<file path="src/rtl/id_ex_reg_if.sv">
// ID/EX pipeline boundary bundle: ID-side fields with their pipeline
// controls, plus the registered EX-side copies and the bubble counter.
// The master drives ID fields and observes EX; the pipeline register is the slave.
interface id_ex_reg_if #(
    parameter int W_DATA = 32,
    parameter int W_REG  = 4
);
    // Pipeline control
    logic              flush;
    logic              freeze;
    logic              id_valid;
    logic              cond_ok;

    // ID-stage instruction fields
    logic [W_DATA-1:0] id_pc;
    logic [W_DATA-1:0] id_val_rn;
    logic [W_DATA-1:0] id_val_rm;
    logic [11:0]       id_shift_operand;
    logic              id_imm;
    logic [23:0]       id_simm24;
    logic [W_REG-1:0]  id_dest;
    logic [W_REG-1:0]  id_src1;
    logic [W_REG-1:0]  id_src2;
    logic [3:0]        id_exe_cmd;
    logic              id_mem_r;
    logic              id_mem_w;
    logic              id_wb_en;
    logic              id_s;
    logic              id_b;
    logic              id_carry;

    // EX-stage registered copies
    logic [W_DATA-1:0] ex_pc;
    logic [W_DATA-1:0] ex_val_rn;
    logic [W_DATA-1:0] ex_val_rm;
    logic [11:0]       ex_shift_operand;
    logic              ex_imm;
    logic [23:0]       ex_simm24;
    logic [W_REG-1:0]  ex_dest;
    logic [W_REG-1:0]  ex_src1;
    logic [W_REG-1:0]  ex_src2;
    logic [3:0]        ex_exe_cmd;
    logic              ex_mem_r;
    logic              ex_mem_w;
    logic              ex_wb_en;
    logic              ex_s;
    logic              ex_b;
    logic              ex_carry;
    logic              ex_valid;
    logic [15:0]       bubble_cnt;

    modport master (
        output flush, freeze, id_valid, cond_ok,
        output id_pc, id_val_rn, id_val_rm, id_shift_operand, id_imm, id_simm24,
        output id_dest, id_src1, id_src2, id_exe_cmd,
        output id_mem_r, id_mem_w, id_wb_en, id_s, id_b, id_carry,
        input  ex_pc, ex_val_rn, ex_val_rm, ex_shift_operand, ex_imm, ex_simm24,
        input  ex_dest, ex_src1, ex_src2, ex_exe_cmd,
        input  ex_mem_r, ex_mem_w, ex_wb_en, ex_s, ex_b, ex_carry,
        input  ex_valid, bubble_cnt
    );

    modport slave (
        input  flush, freeze, id_valid, cond_ok,
        input  id_pc, id_val_rn, id_val_rm, id_shift_operand, id_imm, id_simm24,
        input  id_dest, id_src1, id_src2, id_exe_cmd,
        input  id_mem_r, id_mem_w, id_wb_en, id_s, id_b, id_carry,
        output ex_pc, ex_val_rn, ex_val_rm, ex_shift_operand, ex_imm, ex_simm24,
        output ex_dest, ex_src1, ex_src2, ex_exe_cmd,
        output ex_mem_r, ex_mem_w, ex_wb_en, ex_s, ex_b, ex_carry,
        output ex_valid, bubble_cnt
    );
endinterface

</file>
<file path="src/rtl/id_ex_reg.sv">
// ID/EX pipeline register. Captures the decoded instruction at the end of
// ID and presents it to EX one cycle later. Condition-failed and non-valid
// instructions become bubbles; flush beats freeze, freeze beats a load.
// A saturating counter tracks bubbles caused by flushes and condition fails.
module id_ex_reg #(
    parameter int W_DATA = 32,
    parameter int W_REG  = 4
) (
    input  logic         clk,
    input  logic         rst_n,
    id_ex_reg_if.slave   bus
);
    // Datapath state: don't-care while a bubble sits in EX
    logic [W_DATA-1:0] pc_q;
    logic [W_DATA-1:0] val_rn_q;
    logic [W_DATA-1:0] val_rm_q;
    logic [11:0]       shift_operand_q;
    logic              imm_q;
    logic [23:0]       simm24_q;
    logic [W_REG-1:0]  dest_q;
    logic [W_REG-1:0]  src1_q;
    logic [W_REG-1:0]  src2_q;
    logic              carry_q;

    // Control state: forced to zero for every bubble
    logic [3:0]        exe_cmd_q;
    logic              mem_r_q;
    logic              mem_w_q;
    logic              wb_en_q;
    logic              s_q;
    logic              b_q;
    logic              valid_q;

    logic [15:0]       bubble_cnt_q;

    logic              en;
    logic              capture;
    logic              count_bubble;

    // Decode the per-edge action: whether the register loads at all, whether
    // the ID instruction is accepted, and whether the load is a counted bubble
    always_comb begin
        en           = bus.id_valid & bus.cond_ok;
        capture      = bus.flush | ~bus.freeze;
        count_bubble = bus.flush | (~bus.freeze & bus.id_valid & ~bus.cond_ok);
    end

    // Datapath fields follow ID on every non-frozen edge, bubble or not,
    // so the waveform shows what was squashed
    always_ff @(posedge clk or negedge rst_n) begin
        if (!rst_n) begin
            pc_q            <= '0;
            val_rn_q        <= '0;
            val_rm_q        <= '0;
            shift_operand_q <= '0;
            imm_q           <= 1'b0;
            simm24_q        <= '0;
            dest_q          <= '0;
            src1_q          <= '0;
            src2_q          <= '0;
            carry_q         <= 1'b0;
        end else if (capture) begin
            pc_q            <= bus.id_pc;
            val_rn_q        <= bus.id_val_rn;
            val_rm_q        <= bus.id_val_rm;
            shift_operand_q <= bus.id_shift_operand;
            imm_q           <= bus.id_imm;
            simm24_q        <= bus.id_simm24;
            dest_q          <= bus.id_dest;
            src1_q          <= bus.id_src1;
            src2_q          <= bus.id_src2;
            carry_q         <= bus.id_carry;
        end
    end

    // Control fields: flush > freeze > accepted instruction > bubble
    always_ff @(posedge clk or negedge rst_n) begin
        if (!rst_n) begin
            exe_cmd_q <= 4'd0;
            mem_r_q   <= 1'b0;
            mem_w_q   <= 1'b0;
            wb_en_q   <= 1'b0;
            s_q       <= 1'b0;
            b_q       <= 1'b0;
            valid_q   <= 1'b0;
        end else if (bus.flush) begin
            exe_cmd_q <= 4'd0;
            mem_r_q   <= 1'b0;
            mem_w_q   <= 1'b0;
            wb_en_q   <= 1'b0;
            s_q       <= 1'b0;
            b_q       <= 1'b0;
            valid_q   <= 1'b0;
        end else if (bus.freeze) begin
            exe_cmd_q <= exe_cmd_q;
            mem_r_q   <= mem_r_q;
            mem_w_q   <= mem_w_q;
            wb_en_q   <= wb_en_q;
            s_q       <= s_q;
            b_q       <= b_q;
            valid_q   <= valid_q;
        end else if (en) begin
            exe_cmd_q <= bus.id_exe_cmd;
            mem_r_q   <= bus.id_mem_r;
            mem_w_q   <= bus.id_mem_w;
            wb_en_q   <= bus.id_wb_en;
            s_q       <= bus.id_s;
            b_q       <= bus.id_b;
            valid_q   <= 1'b1;
        end else begin
            exe_cmd_q <= 4'd0;
            mem_r_q   <= 1'b0;
            mem_w_q   <= 1'b0;
            wb_en_q   <= 1'b0;
            s_q       <= 1'b0;
            b_q       <= 1'b0;
            valid_q   <= 1'b0;
        end
    end

    // Count flush and condition-fail bubbles, sticking at all-ones
    always_ff @(posedge clk or negedge rst_n) begin
        if (!rst_n) begin
            bubble_cnt_q <= 16'd0;
        end else if (count_bubble && (bubble_cnt_q != 16'hFFFF)) begin
            bubble_cnt_q <= bubble_cnt_q + 16'd1;
        end
    end

    assign bus.ex_pc            = pc_q;
    assign bus.ex_val_rn        = val_rn_q;
    assign bus.ex_val_rm        = val_rm_q;
    assign bus.ex_shift_operand = shift_operand_q;
    assign bus.ex_imm           = imm_q;
    assign bus.ex_simm24        = simm24_q;
    assign bus.ex_dest          = dest_q;
    assign bus.ex_src1          = src1_q;
    assign bus.ex_src2          = src2_q;
    assign bus.ex_carry         = carry_q;
    assign bus.ex_exe_cmd       = exe_cmd_q;
    assign bus.ex_mem_r         = mem_r_q;
    assign bus.ex_mem_w         = mem_w_q;
    assign bus.ex_wb_en         = wb_en_q;
    assign bus.ex_s             = s_q;
    assign bus.ex_b             = b_q;
    assign bus.ex_valid         = valid_q;
    assign bus.bubble_cnt       = bubble_cnt_q;

    // A bubble in EX must never carry an asserted control bit
    bubble_ctrl_quiet: assert property (
        @(posedge clk) disable iff (!rst_n)
        !valid_q |-> ({exe_cmd_q, mem_r_q, mem_w_q, wb_en_q, s_q, b_q} == '0)
    );
endmodule
</file>
<file path="src/flat_wrapper.sv">
// flat-port wrapper written by rule: the top's interface ports become plain ports
module id_ex_reg_flat 
#(
    parameter int W_DATA = 32,
    parameter int W_REG  = 4
)
  (clk, rst_n, bus_flush, bus_freeze, bus_id_valid, bus_cond_ok, bus_id_pc, bus_id_val_rn, bus_id_val_rm, bus_id_shift_operand, bus_id_imm, bus_id_simm24, bus_id_dest, bus_id_src1, bus_id_src2, bus_id_exe_cmd, bus_id_mem_r, bus_id_mem_w, bus_id_wb_en, bus_id_s, bus_id_b, bus_id_carry, bus_ex_pc, bus_ex_val_rn, bus_ex_val_rm, bus_ex_shift_operand, bus_ex_imm, bus_ex_simm24, bus_ex_dest, bus_ex_src1, bus_ex_src2, bus_ex_exe_cmd, bus_ex_mem_r, bus_ex_mem_w, bus_ex_wb_en, bus_ex_s, bus_ex_b, bus_ex_carry, bus_ex_valid, bus_bubble_cnt);
  id_ex_reg_if #(.W_DATA(W_DATA), .W_REG(W_REG)) bus_i ();
  input  logic clk;
  input  logic rst_n;
  input wire logic [$bits(bus_i.flush)-1:0] bus_flush;
  input wire logic [$bits(bus_i.freeze)-1:0] bus_freeze;
  input wire logic [$bits(bus_i.id_valid)-1:0] bus_id_valid;
  input wire logic [$bits(bus_i.cond_ok)-1:0] bus_cond_ok;
  input wire logic [$bits(bus_i.id_pc)-1:0] bus_id_pc;
  input wire logic [$bits(bus_i.id_val_rn)-1:0] bus_id_val_rn;
  input wire logic [$bits(bus_i.id_val_rm)-1:0] bus_id_val_rm;
  input wire logic [$bits(bus_i.id_shift_operand)-1:0] bus_id_shift_operand;
  input wire logic [$bits(bus_i.id_imm)-1:0] bus_id_imm;
  input wire logic [$bits(bus_i.id_simm24)-1:0] bus_id_simm24;
  input wire logic [$bits(bus_i.id_dest)-1:0] bus_id_dest;
  input wire logic [$bits(bus_i.id_src1)-1:0] bus_id_src1;
  input wire logic [$bits(bus_i.id_src2)-1:0] bus_id_src2;
  input wire logic [$bits(bus_i.id_exe_cmd)-1:0] bus_id_exe_cmd;
  input wire logic [$bits(bus_i.id_mem_r)-1:0] bus_id_mem_r;
  input wire logic [$bits(bus_i.id_mem_w)-1:0] bus_id_mem_w;
  input wire logic [$bits(bus_i.id_wb_en)-1:0] bus_id_wb_en;
  input wire logic [$bits(bus_i.id_s)-1:0] bus_id_s;
  input wire logic [$bits(bus_i.id_b)-1:0] bus_id_b;
  input wire logic [$bits(bus_i.id_carry)-1:0] bus_id_carry;
  output wire logic [$bits(bus_i.ex_pc)-1:0] bus_ex_pc;
  output wire logic [$bits(bus_i.ex_val_rn)-1:0] bus_ex_val_rn;
  output wire logic [$bits(bus_i.ex_val_rm)-1:0] bus_ex_val_rm;
  output wire logic [$bits(bus_i.ex_shift_operand)-1:0] bus_ex_shift_operand;
  output wire logic [$bits(bus_i.ex_imm)-1:0] bus_ex_imm;
  output wire logic [$bits(bus_i.ex_simm24)-1:0] bus_ex_simm24;
  output wire logic [$bits(bus_i.ex_dest)-1:0] bus_ex_dest;
  output wire logic [$bits(bus_i.ex_src1)-1:0] bus_ex_src1;
  output wire logic [$bits(bus_i.ex_src2)-1:0] bus_ex_src2;
  output wire logic [$bits(bus_i.ex_exe_cmd)-1:0] bus_ex_exe_cmd;
  output wire logic [$bits(bus_i.ex_mem_r)-1:0] bus_ex_mem_r;
  output wire logic [$bits(bus_i.ex_mem_w)-1:0] bus_ex_mem_w;
  output wire logic [$bits(bus_i.ex_wb_en)-1:0] bus_ex_wb_en;
  output wire logic [$bits(bus_i.ex_s)-1:0] bus_ex_s;
  output wire logic [$bits(bus_i.ex_b)-1:0] bus_ex_b;
  output wire logic [$bits(bus_i.ex_carry)-1:0] bus_ex_carry;
  output wire logic [$bits(bus_i.ex_valid)-1:0] bus_ex_valid;
  output wire logic [$bits(bus_i.bubble_cnt)-1:0] bus_bubble_cnt;
  assign bus_i.flush = bus_flush;
  assign bus_i.freeze = bus_freeze;
  assign bus_i.id_valid = bus_id_valid;
  assign bus_i.cond_ok = bus_cond_ok;
  assign bus_i.id_pc = bus_id_pc;
  assign bus_i.id_val_rn = bus_id_val_rn;
  assign bus_i.id_val_rm = bus_id_val_rm;
  assign bus_i.id_shift_operand = bus_id_shift_operand;
  assign bus_i.id_imm = bus_id_imm;
  assign bus_i.id_simm24 = bus_id_simm24;
  assign bus_i.id_dest = bus_id_dest;
  assign bus_i.id_src1 = bus_id_src1;
  assign bus_i.id_src2 = bus_id_src2;
  assign bus_i.id_exe_cmd = bus_id_exe_cmd;
  assign bus_i.id_mem_r = bus_id_mem_r;
  assign bus_i.id_mem_w = bus_id_mem_w;
  assign bus_i.id_wb_en = bus_id_wb_en;
  assign bus_i.id_s = bus_id_s;
  assign bus_i.id_b = bus_id_b;
  assign bus_i.id_carry = bus_id_carry;
  assign bus_ex_pc = bus_i.ex_pc;
  assign bus_ex_val_rn = bus_i.ex_val_rn;
  assign bus_ex_val_rm = bus_i.ex_val_rm;
  assign bus_ex_shift_operand = bus_i.ex_shift_operand;
  assign bus_ex_imm = bus_i.ex_imm;
  assign bus_ex_simm24 = bus_i.ex_simm24;
  assign bus_ex_dest = bus_i.ex_dest;
  assign bus_ex_src1 = bus_i.ex_src1;
  assign bus_ex_src2 = bus_i.ex_src2;
  assign bus_ex_exe_cmd = bus_i.ex_exe_cmd;
  assign bus_ex_mem_r = bus_i.ex_mem_r;
  assign bus_ex_mem_w = bus_i.ex_mem_w;
  assign bus_ex_wb_en = bus_i.ex_wb_en;
  assign bus_ex_s = bus_i.ex_s;
  assign bus_ex_b = bus_i.ex_b;
  assign bus_ex_carry = bus_i.ex_carry;
  assign bus_ex_valid = bus_i.ex_valid;
  assign bus_bubble_cnt = bus_i.bubble_cnt;
  id_ex_reg #(.W_DATA(W_DATA), .W_REG(W_REG)) u_core (.clk(clk), .rst_n(rst_n), .bus(bus_i));
endmodule
</file>
<file path="config.mk">
export PLATFORM = sky130hd
export DESIGN_NAME = id_ex_reg_flat
export DESIGN_NICKNAME = d
export VERILOG_FILES = /design/src/rtl/id_ex_reg_if.sv /design/src/rtl/id_ex_reg.sv /design/src/flat_wrapper.sv
export SDC_FILE = /design/constraint.sdc
export NUM_CORES = 1
export LEC_CHECK = 0
export ABC_AREA = 1
export CELL_PAD_IN_SITES_DETAIL_PLACEMENT = 0
export CELL_PAD_IN_SITES_GLOBAL_PLACEMENT = 1
export CORE_MARGIN = 1
export CORE_UTILIZATION = 28
export DETAILED_ROUTE_END_ITERATION = 7
export GPL_TIMING_DRIVEN = 0
export PLACE_DENSITY = 0.77
export SETUP_SLACK_MARGIN = 0.2
export SYNTH_ARGS = -nofsm -noshare
export SYNTH_HDL_FRONTEND = slang
export SYNTH_SLANG_ARGS = --single-unit
</file>
<file path="constraint.sdc">
create_clock -name clk -period 1.5 [get_ports clk]
set_input_delay 0.45 -clock clk [delete_from_list [all_inputs] [get_ports clk]]
set_output_delay 0.45 -clock clk [all_outputs]
set_load 0.01 [all_outputs]
</file>
# After elaboration in Yosys (flattened, before gate mapping)
# Index checks and enable logic that the tools add are counted.
dict set report word_totals {
  ff_bits 172
  latch_bits 0
  ramBits 0
  rom_bits 0
  inputBits 161
  output_inout_bits 172
  wordCells 50
  mem_count 0
}
dict set report classes {
  n_addsub 1
  n_mul 0
  n_div 0
  order_cmp 0
  eq_ne 2
  n_shift 0
  muxes 21
  n_bitwise 7
  n_reduce_logical 1
}
# op n
set op_table {}
lappend op_table {{1-bit two-way mux} 18}
lappend op_table {{16-bit by 1-bit adder with 16-bit output, second input constant} 1}
lappend op_table {{16-bit inequality test, second input constant} 1}
lappend op_table {{4-bit two-way mux} 3}
lappend op_table {{1-bit AND} 3}
lappend op_table {{2-bit inequality test, second input constant} 1}
lappend op_table {{1-bit NOT} 2}
lappend op_table {{1-bit OR} 2}
lappend op_table {{1-bit logical AND} 1}

# Longest topological paths before layout
dict set report depth {
  word_depth 5
  mapped_depth 9
  depth_no_buf 9
}

# Worst setup path before layout
# No wires, ideal clock.
dict set report synth_timing {
  kind {register to register}
  from {register u_core.bubble_cnt_q[0], in the netlist u_core.bus.bubble_cnt[0]}
  to {register u_core.bubble_cnt_q[11], in the netlist u_core.bus.bubble_cnt[11]}
  setup_time_ps 116
  arrival_ps 1349
  required_time_ps 1384
  setup_slack_ps 35
  stages_incl_launch_ff 10
  path_buffers 1
  period_less_slack_ps 1465
  cell_sequence {dfrtp_1 > ha_1 > inv_1 > nor2_2 > nand2_1 > nor2_2 > nor2_2 > buf_6 > nand2_1 > nand2_1}
}
dict set report synth_between {
  elab_chain_len 2
  elab_cells_between_ends 3
  cone_classes {1 x add/sub; 1 x eq/ne; 1 x reduce/logical}
}
# item line
set synth_rtl {}
lappend synth_rtl {{start: declaration} id_ex_reg.sv:34} ;# logic [15:0] bubble_cnt_q;
lappend synth_rtl {{start signal: assignment} id_ex_reg.sv:126} ;# bubble_cnt_q <= bubble_cnt_q + 16'd1;
lappend synth_rtl {{branches (longest 2 deep; another with 16-bit by 1-bit adder with 16-bit output)} --}
# Parallel ways; which one is timed is not known.
# A chain may end at the register's enable or synchronous reset.

# Worst setup path after layout
dict set report layout_timing {
  from {register u_core.bubble_cnt_q[5], in the netlist u_core.bus.bubble_cnt[5]}
  to {output port bus_bubble_cnt[5]}
}
# item line
set layout_lines {}
lappend layout_lines {{end: declaration} flat_wrapper.sv:48} ;# output wire logic [$bits(bus_i.bubble_cnt)-1:0] bus_bubble_cnt;
# No word-level cell between the ends.

==> results.yml <==
placement:
  dpl.cell_count: 1179
  hpwl_mm: 14.83
  io_buffers: 332
  dp_slack_ps: -563.0
  place_area_mm2: 0.01070
  place.gp.congestion: 0.8155
clocking:
  cts_sinks: 172
  numCtsBuffers: 17
  clock_latency_ps: 420
  h-tree-depth: 4
  cts_tree: "built"
  clk_pin_slew_ps: 70
  cts_buffer_depth: 2
  cts-root-buf: "clkbuf_16"
yosys:
  avgSynthCellArea_um2: 13.25
  ys_seq_area_frac: 0.6224
  ys_ff_latch: 172
  syn_inst: 522
  yosysUniqueCellTypes: 25
  synth_nets: 684
  ys_warn_count: 0
  synth_area_mm2: 0.006915
timing:
  slew_headroom: 0.5795
  setup_slack_ps: 55.30
  fin_crit_ps: 1445
  worst_slew_pin_slew_ps: 630.7
  rsz0062_at_grt: "yes"
  hold_viol: 56
  drv_slew: 0
  fin_skew_ps: 5.980
  post-route-period-util: 0.9631
  setup_violations: 0
  fmax_mhz: 692.2
  finalHoldWorstSlack_ps: -71.64
route:
  via_per_inst: 4.242
  wl_per_cell_um: 16.59
  dr.pass1.iters: 6
  via_count: 5349
  drc_errors: 0
  drt_wl_total_mm: 20.92
  antenna_left: 0
  drtIter0Drc: 175
outcome:
  violations: "negative hold slack"
  status: "complete, but fails checks"
setup_path:
  crit_chain: "buf_2"
  critPathMaxStageDelay_ps: 420
  path_buf_inv: 1
  crit_family: "flip-flops"
  crit_required_ps: 1050
  slowest_stage: "dfrtp_1"
  critPathLaunchType: "flop"
  critPathMaxFanout: 2
  worstSetupPathType: "flop to primary output"
  critPathCaptureType: "primary output"
  arrival_ps: 990
floorplanning:
  die_y_um: 159.2
  start_util: 0.2852
  core_mm2: 0.02425
  io_pins: 333
  die_area_mm2: 0.02533
  rows: 57
  die_w_um: 159.2
power:
  ir_drop_mv: 0.5970
  p_switching_mw: 3.517
  switching_share: 0.2824
  clkPwrFrac: 0.355
  internal_power_mw: 8.938
  power_frac_seq: 0.428
  comb_power_share: 0.217
  leakage_nw: 5.383
  p_per_area_mw_per_mm2: 1061
worst_hold_path:
  hold_class: "primary input to async pin"
global_routing:
  antenna_found_initial: 0
  grt_pass1_wl_mm: 32.41
  grt.overflow.total: 0
  track_usage: 0.1671
  grt_pass1_vias: 5498
  grt_max_degree: 117
final_layout:
  final_layout_size_suffix_gt1_frac: 0.4899
  fin_nets: 1086
  antenna-diode-count: 0
  stdcell_area_mm2: 0.01174
  final_cells: 1261
  nFillCells: 2195
  area_delta_synth_final_pct: 69.82
flow_run:
  maxCapViolCount: 0
-- power by group through the flow --
stage	Clock (mW)	Combinational, mW	Sequential [mW]
finish	4.42	2.70	5.33
global route	4.76	2.90	5.38
CTS	4.58	2.53	5.31
detailed placement	0	2.41	5.43
global placement	0	2.39	5.43
floorplan	0	0.676	5.60
-- registers in the layout, summed over array words and instances (netlist names) --
| signal | count |
|---|---|
| u_core.bus.ex_mem_w | 1 |
| u_core.bus.ex_dest | 4 |
| u_core.bus.ex_b | 1 |
| u_core.bus.ex_exe_cmd | 4 |
| u_core.bus.ex_mem_r | 1 |
| u_core.bus.ex_val_rm | 32 |
| u_core.bus.ex_wb_en | 1 |
| u_core.bus.ex_simm24 | 24 |
| u_core.bus.ex_src1 | 4 |
| u_core.bus.ex_src2 | 4 |
| u_core.bus.ex_shift_operand | 12 |
| u_core.bus.ex_val_rn | 32 |
| u_core.bus.ex_carry | 1 |
| u_core.bus.ex_imm | 1 |
| u_core.bus.ex_s | 1 |
| u_core.bus.bubble_cnt | 16 |
| u_core.bus.ex_pc | 32 |
| u_core.bus.ex_valid | 1 |
-- path summary, 6_finish.rpt --
check                                    startpoint                         to  slack [ps]  cells after the start
max reg2reg                u_core.bus.bubble_cnt[0]  u_core.bus.bubble_cnt[14]          90                     10
min                                           rst_n   u_core.bus.ex_val_rm[28]         -70                      1
min in group clk                u_core.bus.ex_carry        u_core.bus.ex_carry         490                      1
min reg2reg                     u_core.bus.ex_carry        u_core.bus.ex_carry         490                      1
max                        u_core.bus.bubble_cnt[5]          bus_bubble_cnt[5]          60                      1
max in group asynchronous                     rst_n   u_core.bus.ex_simm24[21]         600                      2
-- cell usage after synthesis --
library cell  instances  area (um^2)
inv_1                33        123.9
nand2_4               1        11.26
xor2_1                2        17.52
buf_6                 1        11.26
o21ai_2               4        35.03
o21bai_1              1        7.510
mux2_1               11        123.9
nand4_1               4        25.02
nor2_2                3        18.77
nand3_1              20        100.1
nand2_2               2        12.51
nor2_1               20        75.07
nand3b_1              2        15.01
nor2_4                1        11.26
inv_2                 1        3.750
xnor2_1               2        17.52
dfrtp_1             172         4304
ha_1                  1        12.51
clkbuf_1              1        3.750
buf_2                 2        10.01
mux2_2              135         1520
o21ai_0              13        65.06
buf_4                14        105.1
nand2_1              75        281.5
buf_1                 1        3.750
-- layer usage --
metal	track usage	part of all wire	vias up	wire length [um]
li1	-	-	2566	-
met1	0.2039	0.42	2580	8813
met2	0.2885	0.51	183	10620
met3	0.04090	0.054	20	1121
met4	0.05551	0.018	0	367
met5	0	0	-	0
-- through the flow --
stage                 util  power [mW]   TNS, ps
floorplan                -       6.271         0
global placement    0.4401       7.817  -1378210
detailed placement  0.4414       7.848    -81800
CTS                 0.4676       12.42         0
global route        0.4843       13.05    -33.21
finish              0.4843       12.46         0
-- kinds of logic (layout without fill, tap and decap cells) --
family | count (synthesis) | in the layout | synth area share
compound gates | 18 | 18 | 0.01556
xor+xnor | 4 | 4 | 0.005067
fa+ha+maj | 1 | 1 | 0.001809
buf+inv | 53 | 467 | 0.03781
flops | 172 | 172 | 0.6224
mux | 146 | 146 | 0.2377
simple gates | 128 | 129 | 0.07961
-- repair_timing --
| action | 4_1_cts | 5_1_grt |
|---|---|---|
| pin swaps | 5 | 12 |
| cloned | 3 | 1 |
| endpoints found under the hold margin | 56 | 40 |
| buffers inserted | 30 | 16 |
| resized for setup | 820 | 66 |
| setup endpoints to repair | 334 | 202 |
-- cells in the final DEF (no fill, tap or decap), drive strengths merged --
| cell | n |
|---|---|
| o21ai | 17 |
| mux2 | 146 |
| nand2 | 79 |
| clkinvlp | 2 |
| dfrtp | 172 |
| clkbuf | 19 |
| xor2 | 2 |
| nand3b | 2 |
| inv | 41 |
| xnor2 | 2 |
| nor2 | 24 |
| clkinv | 5 |
| clkdlybuf4s50 | 157 |
| buf | 240 |
| clkdlybuf4s15 | 2 |
| ha | 1 |
| bufbuf | 1 |
| nand4 | 4 |
| nand3 | 20 |
| o21bai | 1 |
-- final cells by class --
type,count,area (um^2),area share
Buffer,19,260.3,0.02216
Clock buffer,18,439.2,0.03740
Clock inverter,14,152.6,0.01300
Inverter,34,127.6,0.01087
Multi-Input combinational cell,298,2531,0.2155
Sequential cell,172,4315,0.3675
Tap cell,324,405.4,0.03452
Timing Repair Buffer,382,3512,0.2991
Note: power is estimated with default switching activity, not from simulation.
